--- config.mk ---
export PLATFORM = sky130hd
export DESIGN_NAME = platform_scan_detector_flat
export DESIGN_NICKNAME = d
export VERILOG_FILES = /design/src/rtl/platform_scan_detector_if.sv /design/src/rtl/platform_scan_detector.sv /design/src/flat_wrapper.sv
export SDC_FILE = /design/constraint.sdc
export NUM_CORES = 1
export LEC_CHECK = 0
export CORE_ASPECT_RATIO = 1.25
export CORE_MARGIN = 5
export CORE_UTILIZATION = 25
export DETAILED_ROUTE_END_ITERATION = 7
export PLACE_DENSITY = 0.42
export SLEW_MARGIN = 10
export SYNTH_ARGS = -nofsm -noshare
export SYNTH_HDL_FRONTEND = slang
export SYNTH_SLANG_ARGS = --single-unit
--- constraint.sdc ---
create_clock -name clk -period 12.9 [get_ports clk]
set_input_delay 1.935 -clock clk [delete_from_list [all_inputs] [get_ports clk]]
set_output_delay 1.935 -clock clk [all_outputs]
set_load 0.005 [all_outputs]
--- src/rtl/platform_scan_detector_if.sv ---
// Bus between the platform generator / motion FSM and platform_scan_detector.
// Ports: start, player geometry, speed, fly, packed platform arrays and valid mask (inputs to the scanner).
//        busy, done, hit, floor, hit_idx, hit_count (results from the scanner).
interface platform_scan_detector_if #(
  parameter int N_OBJ   = 10,
  parameter int COORD_W = 10,
  parameter int SPD_W   = 4,
  parameter int IDX_W   = (N_OBJ > 1) ? $clog2(N_OBJ) : 1
);
  logic                       start;
  logic [COORD_W-1:0]         plyr_x;
  logic [COORD_W-1:0]         plyr_y;
  logic [COORD_W-1:0]         plyr_width;
  logic [COORD_W-1:0]         plyr_height;
  logic [COORD_W-1:0]         obj_width;
  logic [COORD_W-1:0]         map_width;
  logic [SPD_W-1:0]           spd_y;
  logic                       fly;
  logic [N_OBJ*COORD_W-1:0]   obj_xs;
  logic [N_OBJ*COORD_W-1:0]   obj_ys;
  logic [N_OBJ-1:0]           obj_valid;
  logic                       busy;
  logic                       done;
  logic                       hit;
  logic [COORD_W-1:0]         floor;
  logic [IDX_W-1:0]           hit_idx;
  logic [IDX_W:0]             hit_count;

  modport master (
    output start, plyr_x, plyr_y, plyr_width, plyr_height, obj_width, map_width,
           spd_y, fly, obj_xs, obj_ys, obj_valid,
    input  busy, done, hit, floor, hit_idx, hit_count
  );

  modport slave (
    input  start, plyr_x, plyr_y, plyr_width, plyr_height, obj_width, map_width,
           spd_y, fly, obj_xs, obj_ys, obj_valid,
    output busy, done, hit, floor, hit_idx, hit_count
  );
endinterface

--- src/rtl/platform_scan_detector.sv ---
// Sequential landing scanner: snapshots player + N_OBJ platforms on start, tests one platform per clock.
// Latency: done pulses N_OBJ cycles after the accepted start; results hold until the next done.
// Backpressure: start is only taken while idle (busy=0); a start during the done cycle is accepted.
// Ports: clk, rst_n (async active-low), bus (slave side of platform_scan_detector_if).
module platform_scan_detector #(
  parameter int N_OBJ   = 10,
  parameter int COORD_W = 10,
  parameter int SPD_W   = 4,
  parameter int NEAREST = 0
) (
  input  logic                    clk,
  input  logic                    rst_n,
  platform_scan_detector_if.slave bus
);
  localparam int IDX_W = (N_OBJ > 1) ? $clog2(N_OBJ) : 1;
  // Two extra bits: one for sums of two coordinates, one for the sign of the wrapped player x.
  localparam int W = COORD_W + 2;

  typedef enum logic {IDLE, SCAN} state_t;
  state_t state_q, state_d;

  logic [COORD_W-1:0]       px_q, px_d, py_q, py_d, pw_q, pw_d, ph_q, ph_d;
  logic [COORD_W-1:0]       ow_q, ow_d, mw_q, mw_d;
  logic [SPD_W-1:0]         spd_q, spd_d;
  logic                     fly_q, fly_d;
  logic [N_OBJ*COORD_W-1:0] xs_q, xs_d, ys_q, ys_d;
  logic [N_OBJ-1:0]         vld_q, vld_d;
  logic [IDX_W-1:0]         idx_q, idx_d;

  logic                     best_vld_q, best_vld_d;
  logic [COORD_W-1:0]       best_y_q, best_y_d;
  logic [IDX_W-1:0]         best_idx_q, best_idx_d;
  logic [IDX_W:0]           cnt_q, cnt_d;

  logic                     done_q, done_d, hit_q, hit_d;
  logic [COORD_W-1:0]       floor_q, floor_d;
  logic [IDX_W-1:0]         hit_idx_q, hit_idx_d;
  logic [IDX_W:0]           hit_count_q, hit_count_d;

  // Evaluation of the platform addressed by idx_q
  logic [COORD_W-1:0]  ox, oy;
  logic                ov;
  logic signed [W-1:0] p_l, p_r, o_l, o_r, w_l, w_r, mw_s;
  logic [W-1:0]        feet, feet_max, oy_w;
  logic                h_direct, h_wrap, v_ok, hit_now, take;
  logic                acc_vld;
  logic [COORD_W-1:0]  acc_y;
  logic [IDX_W-1:0]    acc_idx;
  logic [IDX_W:0]      acc_cnt;

  always_comb begin
    ox = '0;
    oy = '0;
    ov = 1'b0;
    for (int i = 0; i < N_OBJ; i++) begin
      if (idx_q == IDX_W'(i)) begin
        ox = xs_q[i*COORD_W +: COORD_W];
        oy = ys_q[i*COORD_W +: COORD_W];
        ov = vld_q[i];
      end
    end

    p_l  = W'(px_q);
    p_r  = W'(px_q) + W'(pw_q);
    o_l  = W'(ox);
    o_r  = W'(ox) + W'(ow_q);
    mw_s = W'(mw_q);
    // Part of the player that spills past the right edge reappears at x - map_width (may be negative).
    w_l  = p_l - mw_s;
    w_r  = p_r - mw_s;

    h_direct = (p_l < o_r) && (p_r > o_l);
    h_wrap   = (p_r > mw_s) && (w_l < o_r) && (w_r > o_l);

    feet     = W'(py_q) + W'(ph_q);
    feet_max = feet + W'(spd_q);
    oy_w     = W'(oy);
    v_ok     = (feet <= oy_w) && (oy_w <= feet_max);

    hit_now = ov && !fly_q && v_ok && (h_direct || h_wrap);

    // Strict '<' keeps the lower index on equal heights in nearest mode.
    take = hit_now && (!best_vld_q || ((NEAREST != 0) && (oy < best_y_q)));

    acc_vld = best_vld_q || hit_now;
    acc_y   = take ? oy : best_y_q;
    acc_idx = take ? idx_q : best_idx_q;
    acc_cnt = cnt_q + (IDX_W+1)'(hit_now);
  end

  always_comb begin
    state_d     = state_q;
    px_d        = px_q;
    py_d        = py_q;
    pw_d        = pw_q;
    ph_d        = ph_q;
    ow_d        = ow_q;
    mw_d        = mw_q;
    spd_d       = spd_q;
    fly_d       = fly_q;
    xs_d        = xs_q;
    ys_d        = ys_q;
    vld_d       = vld_q;
    idx_d       = idx_q;
    best_vld_d  = best_vld_q;
    best_y_d    = best_y_q;
    best_idx_d  = best_idx_q;
    cnt_d       = cnt_q;
    done_d      = 1'b0;
    hit_d       = hit_q;
    floor_d     = floor_q;
    hit_idx_d   = hit_idx_q;
    hit_count_d = hit_count_q;

    case (state_q)
      IDLE: begin
        if (bus.start) begin
          px_d       = bus.plyr_x;
          py_d       = bus.plyr_y;
          pw_d       = bus.plyr_width;
          ph_d       = bus.plyr_height;
          ow_d       = bus.obj_width;
          mw_d       = bus.map_width;
          spd_d      = bus.spd_y;
          fly_d      = bus.fly;
          xs_d       = bus.obj_xs;
          ys_d       = bus.obj_ys;
          vld_d      = bus.obj_valid;
          idx_d      = '0;
          best_vld_d = 1'b0;
          best_y_d   = '0;
          best_idx_d = '0;
          cnt_d      = '0;
          state_d    = SCAN;
        end
      end
      SCAN: begin
        best_vld_d = acc_vld;
        best_y_d   = acc_y;
        best_idx_d = acc_idx;
        cnt_d      = acc_cnt;
        idx_d      = idx_q + IDX_W'(1);
        if (idx_q == IDX_W'(N_OBJ - 1)) begin
          // Results include the last platform evaluated this cycle.
          hit_d       = acc_vld;
          floor_d     = acc_vld ? acc_y : '0;
          hit_idx_d   = acc_vld ? acc_idx : '0;
          hit_count_d = acc_cnt;
          done_d      = 1'b1;
          state_d     = IDLE;
        end
      end
      default: state_d = IDLE;
    endcase
  end

  always_ff @(posedge clk or negedge rst_n) begin
    if (!rst_n) begin
      state_q     <= IDLE;
      px_q        <= '0;
      py_q        <= '0;
      pw_q        <= '0;
      ph_q        <= '0;
      ow_q        <= '0;
      mw_q        <= '0;
      spd_q       <= '0;
      fly_q       <= 1'b0;
      xs_q        <= '0;
      ys_q        <= '0;
      vld_q       <= '0;
      idx_q       <= '0;
      best_vld_q  <= 1'b0;
      best_y_q    <= '0;
      best_idx_q  <= '0;
      cnt_q       <= '0;
      done_q      <= 1'b0;
      hit_q       <= 1'b0;
      floor_q     <= '0;
      hit_idx_q   <= '0;
      hit_count_q <= '0;
    end else begin
      state_q     <= state_d;
      px_q        <= px_d;
      py_q        <= py_d;
      pw_q        <= pw_d;
      ph_q        <= ph_d;
      ow_q        <= ow_d;
      mw_q        <= mw_d;
      spd_q       <= spd_d;
      fly_q       <= fly_d;
      xs_q        <= xs_d;
      ys_q        <= ys_d;
      vld_q       <= vld_d;
      idx_q       <= idx_d;
      best_vld_q  <= best_vld_d;
      best_y_q    <= best_y_d;
      best_idx_q  <= best_idx_d;
      cnt_q       <= cnt_d;
      done_q      <= done_d;
      hit_q       <= hit_d;
      floor_q     <= floor_d;
      hit_idx_q   <= hit_idx_d;
      hit_count_q <= hit_count_d;
    end
  end

  assign bus.busy      = (state_q == SCAN);
  assign bus.done      = done_q;
  assign bus.hit       = hit_q;
  assign bus.floor     = floor_q;
  assign bus.hit_idx   = hit_idx_q;
  assign bus.hit_count = hit_count_q;
endmodule
--- src/flat_wrapper.sv ---
// flat-port wrapper written by rule: the top's interface ports become plain ports
module platform_scan_detector_flat 
#(
  parameter int N_OBJ   = 10,
  parameter int COORD_W = 10,
  parameter int SPD_W   = 4,
  parameter int NEAREST = 0
)
  (clk, rst_n, bus_start, bus_plyr_x, bus_plyr_y, bus_plyr_width, bus_plyr_height, bus_obj_width, bus_map_width, bus_spd_y, bus_fly, bus_obj_xs, bus_obj_ys, bus_obj_valid, bus_busy, bus_done, bus_hit, bus_floor, bus_hit_idx, bus_hit_count);
  platform_scan_detector_if #(.N_OBJ(N_OBJ), .COORD_W(COORD_W), .SPD_W(SPD_W)) bus_i ();
  input  logic clk;
  input  logic rst_n;
  input wire logic [$bits(bus_i.start)-1:0] bus_start;
  input wire logic [$bits(bus_i.plyr_x)-1:0] bus_plyr_x;
  input wire logic [$bits(bus_i.plyr_y)-1:0] bus_plyr_y;
  input wire logic [$bits(bus_i.plyr_width)-1:0] bus_plyr_width;
  input wire logic [$bits(bus_i.plyr_height)-1:0] bus_plyr_height;
  input wire logic [$bits(bus_i.obj_width)-1:0] bus_obj_width;
  input wire logic [$bits(bus_i.map_width)-1:0] bus_map_width;
  input wire logic [$bits(bus_i.spd_y)-1:0] bus_spd_y;
  input wire logic [$bits(bus_i.fly)-1:0] bus_fly;
  input wire logic [$bits(bus_i.obj_xs)-1:0] bus_obj_xs;
  input wire logic [$bits(bus_i.obj_ys)-1:0] bus_obj_ys;
  input wire logic [$bits(bus_i.obj_valid)-1:0] bus_obj_valid;
  output wire logic [$bits(bus_i.busy)-1:0] bus_busy;
  output wire logic [$bits(bus_i.done)-1:0] bus_done;
  output wire logic [$bits(bus_i.hit)-1:0] bus_hit;
  output wire logic [$bits(bus_i.floor)-1:0] bus_floor;
  output wire logic [$bits(bus_i.hit_idx)-1:0] bus_hit_idx;
  output wire logic [$bits(bus_i.hit_count)-1:0] bus_hit_count;
  assign bus_i.start = bus_start;
  assign bus_i.plyr_x = bus_plyr_x;
  assign bus_i.plyr_y = bus_plyr_y;
  assign bus_i.plyr_width = bus_plyr_width;
  assign bus_i.plyr_height = bus_plyr_height;
  assign bus_i.obj_width = bus_obj_width;
  assign bus_i.map_width = bus_map_width;
  assign bus_i.spd_y = bus_spd_y;
  assign bus_i.fly = bus_fly;
  assign bus_i.obj_xs = bus_obj_xs;
  assign bus_i.obj_ys = bus_obj_ys;
  assign bus_i.obj_valid = bus_obj_valid;
  assign bus_busy = bus_i.busy;
  assign bus_done = bus_i.done;
  assign bus_hit = bus_i.hit;
  assign bus_floor = bus_i.floor;
  assign bus_hit_idx = bus_i.hit_idx;
  assign bus_hit_count = bus_i.hit_count;
  platform_scan_detector #(.N_OBJ(N_OBJ), .COORD_W(COORD_W), .SPD_W(SPD_W), .NEAREST(NEAREST)) u_core (.clk(clk), .rst_n(rst_n), .bus(bus_i));
endmodule
==> key figures <==
Status
  – Status: complete, no violations

Route
  – Drt drc: 0
  – Wire per inst: 19.1 um
  – Via count: 15300
  – Routed WL: 63700 um
  – Vias/cell: 4.60
  – DRT Pass-1 Iters: 7
  – 1st-iter DRT viols: 818
  – ANT nets after route: 0

Layout
  – Layout cell share with drive strength beyond 1: under 10%
  – Fillers: 7446
  – Final net count: 2763
  – Util after Layout: around a third
  – Area Growth Syn to Fin: 29.4%

Synthesis
  – Post-synthesis cell type count: 67
  – Synth cell count leaders: 881 x nand2_1, 321 x dfrtp_1, 115 x ha_1, 109 x nor2_1, 106 x clkbuf_1
  – Asr flop ratio synth: 100%
  – Synth warn: 0
  – Post-Syn Area: 17700 um2
  – Largest cells by area after synthesis: dfrtp_1 45%, nand2_1 19%, ha_1 8.1%, nor2_1 2.3%, clkbuf_1 2.2%
  – Yosys top cell by area: dfrtp_1
  – Mapped Nets: 2518
  – #FFs+latches synth: approximately 320
  – Yosys top cell area share: 45.3%
  – Mapped Cells: 2119
  – EDFF count, synth: 0
  – Ys flop type: dfrtp_1
  – Mean area per synthesized cell: 8.36 um2
  – Register area share after synthesis: 45.3%
  – Cell with the most instances after synthesis: nand2_1

Worst hold path
  – HP Start: u_core.ys_q[75]
  – Hold WC Path Type: flop to flop
  – Hold Path Cell Cnt: 2
  – Hold Path End: u_core.ys_q[75]

Worst setup path
  – Reg2reg path depth: 34
  – Crit-path most repeated cell: ha_1
  – Kind of critical path: flop to flop
  – Flop-to-flop setup slack: 5140 ps
  – R2R Path Start: u_core.idx_q[0]
  – Crit path largest cell delay: 830 ps
  – Max FO, Critical Path: 40
  – Setup crit end kind: flop
  – FF-to-FF End: u_core.bus.hit_count[4]
  – CP max stage cell: or3b_2
  – Crit path DAT: 8180 ps
  – Critical Path Start: u_core.idx_q[0]
  – CP required: 13320 ps
  – Crit start category: flop

Floorplanning
  – Core area: about 71000 um2
  – Total die area: between 70000 and 80000 um2
  – Die Y: 308 um
  – I/O pins: 300
  – Die Width: 248 um
  – Starting Density: 25.1%
  – Core Rows: around 110

Global routing
  – Vias in the first global route: 16100
  – Grt ovf: 0
  – First-pass GRT wire length: 96300 um
  – Initial antenna violation count: 6
  – Pin count of the biggest net entering global routing: 213
  – Global Route Usage Sum: 16.3%

Clocking
  – CTS tree: built
  – Num CTS Buffers: 38
  – TritonCTS sink count: 321
  – Longest Clk Path Bufs: 3
  – Post-CTS Hold Buffers: 0
  – Post-CTS Setup Inserts: 0
  – Htree depth: 2
  – Root Buffer Master: clkbuf_16
  – Clk slew on worst S/H paths: about 60 ps
  – Clk Latency, worst-skew pair: 560 ps
  – Cts repair resizes: 0

Timing
  – Final Critical Period: 7760 ps
  – Max_slew headroom: about 25%
  – RSZ-0062 raised after global routing: no
  – Actual slew at the worst max-slew pin: approximately 1100 ps
  – Clock skew: 20.7 ps
  – Maximum clock rate: roughly 0.13 GHz
  – Final Hold Viols: 0
  – Slew Viols, Final: 0
  – Final setup viols: 0
  – Setup TNS: 0 ps
  – Final period utilization: 60.1%

Power
  – Sw frac: 46.2%
  – Leakage power figure: 11.1 nW
  – Pwr Total: 0.00771 W
  – Flop pwr share: 23.7%
  – Internal power: approximately 0.0041 W
  – Worst vdd ir: 0.221 mV
  – Net Switching: 0.00356 W
  – Pwr/cell area: roughly 340 nW/um2
  – Comb power frac: 62.0%
  – Clock share of power: between 10% and 20%

Flow run
  – Max Cap Viol: 0

Place
  – Port bufs: 299
  – RePlAce Congestion: 0.807
  – Post-DP HPWL: 48400 um
metal layers:
| metal | GRT usage [%] | share of wire [%] | up-vias |
|---|---|---|---|
| met3 | 3.06 | 4.8 | 60 |
| met4 | 3.31 | 1.7 | 6 |
| met1 | 21.2 | 45 | 7357 |
| met2 | 28.2 | 49 | 328 |
| met5 | 0 | 0.074 | - |
| li1 | - | - | 7596 |
layout by cell type, fill, tap and decap left out, types with 17 or more instances in the layout:
master and n:
a211oi_1 46, a21o_1 22, a21oi_1 54, a221oi_1 20
a22oi_1 22, a31oi_1 26, clkbuf_16 40, clkdlybuf4s50_1 298
dfrtp_1 321, ha_1 115, inv_1 44, mux2i_1 18
nand2_1 881, nand3_1 19, nor2_1 109, nor2b_1 17
o211ai_1 18, o21a_1 18, o21ai_0 55, xnor2_1 26
xor2_1 19
registers in the layout (all words and copies together) (netlist names), 4 cells and up:
register              count
u_core.bus.hit_count      5
u_core.ph_q              10
u_core.idx_q              4
u_core.ys_q             100
u_core.vld_q             10
u_core.py_q              10
u_core.bus.floor         10
u_core.cnt_q              5
u_core.ow_q              10
u_core.mw_q              10
u_core.best_y_q          10
u_core.xs_q             100
u_core.best_idx_q         4
u_core.spd_q              4
u_core.bus.hit_idx        4
u_core.px_q              10
u_core.pw_q              10
worst max-delay path, delay by kind of cell, from the launching register on:
kind / cells / cell delay, ps
fa+ha+maj: 8 / 2200
compound gates: 13 / 2390
simple gates: 8 / 1650
xor+xnor: 2 / 420
buf+inv: 3 / 500
flops: 1 / 470
through the flow:
step | hold slack [ps] | area, um2 | worst slack, ps | cells
after floorplan | 437 | 17700 | 6160 | 2119
after global placement | 459 | 21700 | 5230 | 3267
after detailed placement | 458 | 21700 | 5090 | 3267
after CTS | 475 | 22900 | 5050 | 3332
after global routing | 496 | 22900 | 4500 | 3332
final | 473 | 22900 | 5140 | 3334
kinds of logic (layout without fill, tap and decap cells):
family	after synthesis	after routing	share of synthesized area, %
adders and majority gates	123	123	8.92
other	0	2	0
AOI/OAI and AO/OA	340	340	13.4
xor gates and xnor gates	45	45	2.22
DFF	321	321	45.3
and+or+nand+nor	1113	1113	25.5
buffers and inverters	155	425	3.35
muxes	22	22	1.27
power by group through the flow:
stage,logic [W],registers [W],clock network (W)
3_5_place_dp,0.00479,0.00186,0
4_1_cts,0.00483,0.00184,0.00115
5_1_grt,0.00544,0.00188,0.00118
2_1_floorplan,0.00352,0.00168,0
6_report,0.00478,0.00182,0.00111
3_3_place_gp,0.00471,0.00186,0
worst max-delay path by stage:
| stage | endpoint | slack (ps) | depth (start not counted) |
|---|---|---|---|
| global route | u_core.bus.hit_count[4] | 4500 | 34 |
| global placement | u_core.bus.hit_count[4] | 5230 | 34 |
| floorplan | u_core.cnt_q[4] | 6160 | 35 |
| finish | u_core.bus.hit_count[4] | 5140 | 34 |
| CTS | u_core.bus.hit_count[4] | 5050 | 34 |
| detailed placement | u_core.bus.hit_count[4] | 5090 | 34 |
layout make-up:
class | count | area (um2) | share of cell area, %
Clock buffer | 52 | 1100 | 4.78
Tap cell | 943 | 1180 | 5.15
Clock inverter | 13 | 170 | 0.742
Inverter | 44 | 165 | 0.720
Antenna cell | 2 | 5.00 | 0.0218
Multi-Input combinational cell | 1643 | 9130 | 39.8
Timing Repair Buffer | 316 | 3150 | 13.7
Sequential cell | 321 | 8030 | 35.0
Note: power is estimated with default switching activity, not from simulation.
